===== src/rtl/fsm_seq_pkg.sv =====
// fsm_seq_pkg
// Shared types and helpers for the state-counter sequencer.
//   state_code_t : FSM output codes (start, odd, even, fin)
//   ctrl_state_t : controller states (IDLE, DRIVE)
//   next_input() : {q1,q2} that moves the FSM one step toward a target
package fsm_seq_pkg;

  typedef enum logic [1:0] {
    SC_START = 2'd0,
    SC_ODD   = 2'd1,
    SC_EVEN  = 2'd2,
    SC_FIN   = 2'd3
  } state_code_t;

  typedef enum logic {
    CTRL_IDLE  = 1'b0,
    CTRL_DRIVE = 1'b1
  } ctrl_state_t;

  localparam int ID_W   = 3;
  localparam int STEP_W = 3;

  // Returns {q1,q2}. The FSM only climbs start->odd->even->fin, so each
  // target just needs the input that advances from the current code.
  function automatic logic [1:0] next_input(input state_code_t cur,
                                            input state_code_t tgt);
    logic [1:0] q;
    q = 2'b00;
    case (tgt)
      SC_START: q = 2'b00;
      SC_ODD:   q = 2'b01;
      SC_EVEN:  q = (cur == SC_ODD) ? 2'b10 : 2'b01;
      SC_FIN: begin
        if (cur == SC_EVEN)     q = 2'b11;
        else if (cur == SC_ODD) q = 2'b10;
        else                    q = 2'b01;
      end
      default: q = 2'b00;
    endcase
    return q;
  endfunction

endpackage


===== src/rtl/fsm_seq_ctrl_rr_arb.sv =====
// fsm_seq_rr_arb
// Round-robin arbiter. Search starts at an internal pointer and wraps;
// when advance is high and a grant is made, the pointer moves one past
// the winner.
//   clk, reset    : clock, asynchronous active-high reset
//   i_req [N]     : request vector
//   i_advance     : commit the current grant (moves the pointer)
//   o_grant [N]   : one-hot grant (combinational)
//   o_grant_idx   : binary index of the granted requester
module fsm_seq_rr_arb #(
  parameter int N = 4
) (
  input  logic                                clk,
  input  logic                                reset,
  input  logic [N-1:0]                        i_req,
  input  logic                                i_advance,
  output logic [N-1:0]                        o_grant,
  output logic [((N > 1) ? $clog2(N) : 1)-1:0] o_grant_idx
);

  localparam int IW = (N > 1) ? $clog2(N) : 1;

  logic [IW-1:0] r_ptr;
  logic [IW:0]   w_pos;
  logic          w_found;

  // Candidate position is ptr+k reduced modulo N; the extra bit of w_pos
  // holds the unreduced sum.
  always_comb begin
    o_grant     = '0;
    o_grant_idx = '0;
    w_found     = 1'b0;
    w_pos       = '0;
    for (int k = 0; k < N; k++) begin
      w_pos = {1'b0, r_ptr} + (IW+1)'(k);
      if (w_pos >= (IW+1)'(N)) begin
        w_pos = w_pos - (IW+1)'(N);
      end
      if (!w_found && i_req[w_pos[IW-1:0]]) begin
        w_found                  = 1'b1;
        o_grant[w_pos[IW-1:0]]   = 1'b1;
        o_grant_idx              = w_pos[IW-1:0];
      end
    end
  end

  always_ff @(posedge clk or posedge reset) begin
    if (reset) begin
      r_ptr <= '0;
    end else if (i_advance && w_found) begin
      r_ptr <= (o_grant_idx == IW'(N - 1)) ? '0 : o_grant_idx + 1'b1;
    end
  end

endmodule


===== src/rtl/fsm_seq_ctrl.sv =====
// fsm_seq_ctrl
// Sequencer/arbiter in front of the two-input state-counter FSM. One
// client at a time (round-robin) gets its target code driven into the FSM
// through q1/q2; completion, step count and error are reported with a
// registered one-cycle done pulse.
// Optional feature: define FSM_SEQ_TIMEOUT_EN to abort a job with
// done_err=1 once MAX_STEPS inputs were applied without reaching target.
//   clk, reset      : clock, asynchronous active-high reset
//   i_req_valid [N] : per-client request
//   i_req_target    : per-client 2-bit target code, client i at [2i+1:2i]
//   o_req_ready [N] : one-hot accept (combinational, IDLE only)
//   o_q1, o_q2      : FSM inputs (combinational from i_count)
//   i_count         : current FSM output code
//   o_busy          : job in DRIVE
//   o_done_*        : registered completion pulse / id / err / steps
module fsm_seq_ctrl
  import fsm_seq_pkg::*;
#(
  parameter int NUM_REQ   = 4,
  parameter int MAX_STEPS = 4
) (
  input  logic                   clk,
  input  logic                   reset,
  input  logic [NUM_REQ-1:0]     i_req_valid,
  input  logic [2*NUM_REQ-1:0]   i_req_target,
  output logic [NUM_REQ-1:0]     o_req_ready,
  output logic                   o_q1,
  output logic                   o_q2,
  input  logic [1:0]             i_count,
  output logic                   o_busy,
  output logic                   o_done_valid,
  output logic [ID_W-1:0]        o_done_id,
  output logic                   o_done_err,
  output logic [STEP_W-1:0]      o_done_steps
);

  localparam int IW = (NUM_REQ > 1) ? $clog2(NUM_REQ) : 1;

  if (NUM_REQ < 2 || NUM_REQ > 8) begin : g_bad_num_req
    $error("fsm_seq_ctrl: NUM_REQ must be 2..8");
  end
  if (MAX_STEPS < 1 || MAX_STEPS > 7) begin : g_bad_max_steps
    $error("fsm_seq_ctrl: MAX_STEPS must be 1..7");
  end

  ctrl_state_t        r_state, w_state_next;
  state_code_t        r_target;
  logic [ID_W-1:0]    r_id;
  logic [STEP_W-1:0]  r_steps, w_steps_next;
  logic               w_accept, w_finish, w_timeout;
  logic [1:0]         w_q;
  logic [NUM_REQ-1:0] w_grant;
  logic [IW-1:0]      w_grant_idx;

  logic               r_done_valid, r_done_err;
  logic [ID_W-1:0]    r_done_id;
  logic [STEP_W-1:0]  r_done_steps;

  fsm_seq_rr_arb #(.N(NUM_REQ)) u_arb (
    .clk         (clk),
    .reset       (reset),
    .i_req       (i_req_valid),
    .i_advance   (w_accept),
    .o_grant     (w_grant),
    .o_grant_idx (w_grant_idx)
  );

  always_comb begin
    w_state_next = r_state;
    w_q          = 2'b00;
    w_accept     = 1'b0;
    w_finish     = 1'b0;
    w_timeout    = 1'b0;
    w_steps_next = r_steps;
    case (r_state)
      CTRL_IDLE: begin
        // q stays 00 here so the FSM is back at start when DRIVE begins.
        if (|i_req_valid) begin
          w_accept     = 1'b1;
          w_state_next = CTRL_DRIVE;
        end
      end
      CTRL_DRIVE: begin
        if (i_count == r_target) begin
          w_finish     = 1'b1;
          w_state_next = CTRL_IDLE;
        end
`ifdef FSM_SEQ_TIMEOUT_EN
        else if (r_steps == STEP_W'(MAX_STEPS)) begin
          w_finish     = 1'b1;
          w_timeout    = 1'b1;
          w_state_next = CTRL_IDLE;
        end
`endif
        else begin
          w_q          = next_input(state_code_t'(i_count), r_target);
          // Saturates so an unreachable target cannot wrap the count.
          w_steps_next = (r_steps == 3'd7) ? r_steps : r_steps + 3'd1;
        end
      end
      default: w_state_next = CTRL_IDLE;
    endcase
  end

  always_ff @(posedge clk or posedge reset) begin
    if (reset) begin
      r_state      <= CTRL_IDLE;
      r_target     <= SC_START;
      r_id         <= '0;
      r_steps      <= '0;
      r_done_valid <= 1'b0;
      r_done_id    <= '0;
      r_done_err   <= 1'b0;
      r_done_steps <= '0;
    end else begin
      r_state      <= w_state_next;
      r_steps      <= w_accept ? '0 : w_steps_next;
      r_done_valid <= w_finish;
      if (w_accept) begin
        r_target <= state_code_t'(i_req_target[{w_grant_idx, 1'b0} +: 2]);
        r_id     <= ID_W'(w_grant_idx);
      end
      if (w_finish) begin
        r_done_id    <= r_id;
        r_done_err   <= w_timeout;
        r_done_steps <= r_steps;
      end
    end
  end

  assign o_req_ready  = (r_state == CTRL_IDLE) ? w_grant : '0;
  assign {o_q1, o_q2} = w_q;
  assign o_busy       = (r_state == CTRL_DRIVE);
  assign o_done_valid = r_done_valid;
  assign o_done_id    = r_done_id;
  assign o_done_err   = r_done_err;
  assign o_done_steps = r_done_steps;

endmodule


===== config.mk =====
export PLATFORM = sky130hd
export DESIGN_NAME = fsm_seq_ctrl
export DESIGN_NICKNAME = d
export VERILOG_FILES = /design/src/rtl/fsm_seq_pkg.sv /design/src/rtl/fsm_seq_ctrl_rr_arb.sv /design/src/rtl/fsm_seq_ctrl.sv
export SDC_FILE = /design/constraint.sdc
export NUM_CORES = 1
export LEC_CHECK = 0
export CORE_MARGIN = 4
export CORE_UTILIZATION = 50
export DETAILED_ROUTE_END_ITERATION = 7
export PLACE_DENSITY = 0.91
export SETUP_SLACK_MARGIN = 0.15
export SLEW_MARGIN = 20
export SYNTH_ARGS = -nofsm -noshare
export SYNTH_HDL_FRONTEND = slang
export SYNTH_SLANG_ARGS = --single-unit

===== constraint.sdc =====
create_clock -name clk -period 4.6 [get_ports clk]
set_clock_uncertainty 0.05 [all_clocks]
set_input_delay 1.15 -clock clk [delete_from_list [all_inputs] [get_ports clk]]
set_output_delay 1.15 -clock clk [all_outputs]
set_load 0.05 [all_outputs]

; ---- Word-level counts from Yosys, hierarchy flattened
; Cells that the tools add are included.
[totals]
latchBits = 0
mem_count = 0
regBits = 16
ram_bits = 0
inputBits = 16
romBits = 0
word_cells = 108
output_inout_bits = 15
[classes]
order_cmp = 12
addsub = 9
n_eq_ne = 10
bitwise = 4
div_mod_pow = 0
reduce_logical = 15
shift = 1
mux = 49
multipliers = 0
[op_table]
columns = cell, n
row1 = 2-bit two-way mux, 13
row2 = 4-bit two-way mux, 5
row3 = 1-bit two-way mux, 17
row4 = "2-bit by 3-bit less-than comparator with 1-bit output, second input constant", 4
row5 = 3-bit two-way mux, 4
row6 = 4-bit OR, 3
row7 = "3-bit greater-or-equal comparator, second input constant", 3
row8 = 1-bit binary-select mux with 2-bit select, 4
row9 = 1-bit demux with 2-bit select, 4
row10 = "2-bit equality test, second input constant", 4
row11 = "2-bit by 1-bit greater-or-equal comparator with 1-bit output, second input constant", 4
row12 = 1-bit logical AND, 8
row13 = 2-bit case mux with 4 select lines, 1
row14 = 8-bit by 4-bit indexed part select with 2-bit output, 1
row15 = "2-bit by 1-bit subtractor with 2-bit output, second input constant", 4
row16 = "2-bit by 2-bit adder with 3-bit output, second input constant", 2
row17 = "2-bit by 1-bit equality test with 1-bit output, second input constant", 2
row18 = "2-bit by 1-bit != test with 1-bit output, second input constant", 2
row19 = 4-bit OR reduction, 1
row20 = "2-bit by 1-bit adder with 3-bit output, second input constant", 1
row21 = "3-bit by 1-bit adder with 3-bit output, second input constant", 1
row22 = "3-bit equality test, second input constant", 1
row23 = "2-bit by 3-bit greater-or-equal comparator with 1-bit output, second input constant", 1
row24 = 1-bit zero test, 3
row25 = 7 further kinds, 7

; ---- Longest topological paths before layout
[depth]
depth_word = 16
depth_mapped = 12

; ---- Modules after synthesis
; A second synthesis with hierarchy kept.
[hier_totals]
cells_unflattened = 116
area_unflattened_um2 = 1273.7
[by_module_without_submodules]
columns = module, cells_each, area_per_inst_um2, seq_area_each_um2, instances
row1 = fsm_seq_ctrl, 61, 757.0, 350.3, 1
row2 = fsm_seq_rr_arb, 55, 516.7, 50.0, 1

; ---- Worst setup path after synthesis
; Ideal clock, no wire load.
[synth_path]
path_type = input-to-output
startpoint = input port i_req_valid[3]
endpoint = output port o_req_ready[0]
n_path_buf = 1
path_slack_ps = 309
required_time_ps = 3400
arrival_time_ps = 3091
path_stages = 6
path_cell_list = buf_2 > mux4_2 > nand2b_4 > nor3_4 > a22oi_1 > a21oi_1
[synth_between]
elab_chain_cells = 13
word_cells_on_any_way = 25
cone_classes = mux (16) / bitwise (3) / reduce/logical (6)
[synth_rtl]
columns = item, line_no
row1 = from (decl), fsm_seq_ctrl.sv:24  ; input logic [NUM_REQ-1:0] i_req_valid,
row2 = 1-bit binary-select mux with 2-bit select, fsm_seq_ctrl_rr_arb.sv:39  ; if (!w_found && i_req[w_pos[IW-1:0]]) begin
row3 = 1-bit two-way mux (implied by the code), fsm_seq_ctrl_rr_arb.sv:39
row4 = 1-bit two-way mux, fsm_seq_ctrl_rr_arb.sv:39
row5 = 1-bit zero test, fsm_seq_ctrl_rr_arb.sv:39
row6 = 1-bit logical AND, fsm_seq_ctrl_rr_arb.sv:39
row7 = 1-bit two-way mux, fsm_seq_ctrl_rr_arb.sv:39
row8 = 1-bit zero test, fsm_seq_ctrl_rr_arb.sv:39
row9 = 1-bit logical AND, fsm_seq_ctrl_rr_arb.sv:39
row10 = 1-bit two-way mux, fsm_seq_ctrl_rr_arb.sv:39
row11 = 1-bit zero test, fsm_seq_ctrl_rr_arb.sv:39
row12 = 1-bit logical AND, fsm_seq_ctrl_rr_arb.sv:39
row13 = 4-bit two-way mux (*), fsm_seq_ctrl_rr_arb.sv:39
row14 = 4-bit two-way mux (*), fsm_seq_ctrl.sv:131  ; assign o_req_ready = (r_state == CTRL_IDLE) ? w_grant : '0;
row15 = to (decl), fsm_seq_ctrl.sv:26  ; output logic [NUM_REQ-1:0] o_req_ready,
; Every way passes the cells marked *; elsewhere a longest branch is shown, timed or not. The select of a mux whose other input is x is not followed.

; ---- Worst setup path in the final report
[layout_path]
startpoint = input port i_req_valid[1]
endpoint = output port o_req_ready[0]
; The elaborated chain is that of the path after synthesis.

==> flow_summary.json <==
{
  "outcome": "completed",
  "crit_buf_inv": 2,
  "numCtsBuffers": 3,
  "numClockSinks": 16,
  "synthCells": 170,
  "fin_ws_ns": 0.241,
  "ys_top_cells_by_count": "nand2_1, nor2_1, dfrtp_1",
  "utilization_pct": 67.2,
  "drc": 0,
  "fin_setup_tns_ns": 0,
  "clk_pin_slew_ns": 0.09,
  "post-route-period-util_pct": 94.8,
  "holdBufCountCts": 0,
  "initial_utilization_pct": 52.5,
  "cp_top_family": "buffers and inverters",
  "cts-root-buf": "clkbuf_4",
  "power.density_nw_per_um2": 772,
  "yosys.area.top_type_share_pct": 27.7,
  "ant_nets": 0,
  "io_pins": 31,
  "antenna_found_initial": 0,
  "avgRoutedWirePerCell_um": 13.9,
  "final-hold-violation-count": 0,
  "n_antenna_cell": 0,
  "worst_hold_startpoint": "o_done_steps[1]",
  "rsz0062_at_grt": "false",
  "arrival_ns": 3.16,
  "nets": 231,
  "tightest_slew_ns": 0.584,
  "synth_cell_type_count": 40,
  "criticalPathCategory": "input pin to output port",
  "rows": 19,
  "comb_power_share_pct": 75.7,
  "dp.cells": 227,
  "yosysMostFrequentCell": "nand2_1",
  "dpl_worst_slack_ns": 0.0837,
  "drv_slew": 0,
  "overflow": 0,
  "p_int_mw": 0.693,
  "cpMaxStageDelayCell": "mux4_2",
  "slowest_delay_ns": 0.54,
  "place_congestion": 0.922,
  "ys.flop_type": "dfrtp_1",
  "area_growth_syn_to_layout_pct": 28.1,
  "clk_latency_ns": 0.30,
  "pwr-share-seq_pct": 17.7,
  "syn_area_um2": 1450,
  "synth_area_per_cell_um2": 8.52,
  "crit_start": "i_req_valid[1]",
  "cp_max_fo": 5,
  "drt_iter0_drc": 50,
  "p_leak_nw": 0.860,
  "grt_pass1_wl_mm": 5.29,
  "p_clk_share_pct": 6.6,
  "via_count": 1321,
  "postLayoutCellArea_um2": 1850,
  "cap_violations": 0,
  "worst_ep_required_time_ns": 3.40,
  "dieArea_um2": 3820,
  "cts.path.max_buffers": 2,
  "setup_viol_count_final": 0,
  "dieWidth_um": 61.8,
  "grt_start_max_net_pins": 20,
  "switching_power_mw": 0.738,
  "timing.fmax_mhz": 229,
  "ys_seq_area_share_pct": 27.7,
  "cts_max_level": 1,
  "fin_cells": 233,
  "end_kind": "output port",
  "crit_chain": "clkdlybuf4s50_1, mux4_2, nand2b_4, nor3_4, a22oi_1, a21oi_2, buf_12",
  "place_area_um2": 1790,
  "slew_headroom_pct": 61.0,
  "critPathLaunchType": "input pin",
  "drt_wl_total_mm": 3.23,
  "die_h_um": 61.8,
  "synth.largest_area_cell": "dfrtp_1",
  "firstDrtPassIters": 4,
  "ys_seq_elements": 16,
  "cts_tree": "yes",
  "grt_pass1_vias": 1210,
  "fin_crit_ns": 4.36,
  "synth_warnings": 0,
  "postSynth.asyncResetShare_pct": 100,
  "ir_drop_uv": 546,
  "hold_path.class": "flip-flop to flip-flop",
  "coreArea_um2": 2760,
  "swShare_pct": 51.6,
  "layout-drive-gt1-share_pct": 15.8,
  "r2r-start": "u_arb.r_ptr[0]",
  "grt_util_all_layers_pct": 18.4,
  "synth_edf_count": 0,
  "synth_area_leaders": "dfrtp_1, ha_1, nand2_1, nor2_1, mux2i_1",
  "numPortBuffers": 28,
  "hpwl_mm": 2.53,
  "viasPerCell": 5.67
}
[cell usage in the layout, fill, tap and decap left out, types with 2 or more instances in the layout]
cell,instances
a22o_1,4
mux4_2,2
clkbuf_4,3
mux2_2,4
a21oi_1,4
buf_12,4
conb_1,2
ha_1,12
xor2_1,2
nand2_1,38
o211ai_1,4
a21o_1,3
clkdlybuf4s50_1,22
mux2i_1,6
dfrtp_1,16
nand2b_1,2
nand3b_1,2
o21ai_0,7
inv_1,8
buf_4,10
a21oi_2,4
a22oi_1,5
nor2_1,18
[registers in the layout, indices dropped and copies added, names as in the netlist]
register / count
o_done_valid: 1
o_done_steps: 3
r_target: 2
o_busy: 1
u_arb.r_ptr: 2
o_done_id: 2
r_id: 2
r_steps: 3
[cell type report]
class                      count  area (um^2)
multi-input combinational    137          965
fill                         220          903
sequential                    16          400
timing repair buffer          37          384
tap                           31         38.8
clock buffer                   4         36.3
inverter                       8         30.0
[worst reg2reg max path, delay by kind of cell (launching register included)]
kind | cells | cell delay (ns)
compound gates | 3 | 0.58
fa+ha+maj | 2 | 0.69
buf+inv | 3 | 0.44
flops | 1 | 0.36
mux | 1 | 0.59
simple gates | 1 | 0.07
[path summary, 6_finish.rpt]
path	to	slack, ns	cells after the start
min in group asynchronous	o_done_id[1]	1.15	2
max in group asynchronous	r_steps[0]	2.96	2
min reg2reg	o_done_steps[1]	0.44	2
min	o_done_steps[1]	0.44	2
max reg2reg	u_arb.r_ptr[1]	1.70	10
max	o_req_ready[0]	0.24	7
[stage by stage]
stage	power [mW]	hold slack, ns
2_1_floorplan	1.04	0.389
3_3_place_gp	1.27	0.410
3_5_place_dp	1.30	0.423
4_1_cts	1.41	0.442
5_1_grt	1.55	0.465
6_report	1.43	0.439
[cell families (layout without fill, tap and decap cells)]
logic type	after synthesis	in the layout	synth area share [%]
other	1	2	0.259
DFF	16	16	27.7
AOI/OAI and AO/OA	43	43	21.3
muxes	13	13	12.2
buffers and inverters	18	49	7.00
and+or+nand+nor	64	64	19.4
adders and majority gates	12	12	10.4
xor gates and xnor gates	3	3	1.82
[power by group through the flow]
stage               Sequential [mW]  Clock (mW)  Combinational [mW]
finish                        0.254      0.0943                1.08
global route                  0.264       0.102                1.18
CTS                           0.251      0.0953                1.07
detailed placement            0.255           0                1.04
global placement              0.252           0                1.02
floorplan                     0.328           0               0.710
[layer usage]
metal	track usage, %	part of all wire (%)	wire length (um)	vias up
li1	-	-	-	661
met1	24.3	46	1500	620
met2	30.3	47	1520	34
met3	3.31	4.6	148	6
met4	6.67	2.0	65	0
met5	0	0	0	-
[repair_timing]
action / CTS / global route
resized for setup: 1 / 4
pin swaps: 0 / 0
cloned: 0 / 0
endpoints found under the setup margin: 4 / 4
buffers inserted: 2 / 0
(Power assumes the default switching activity.)
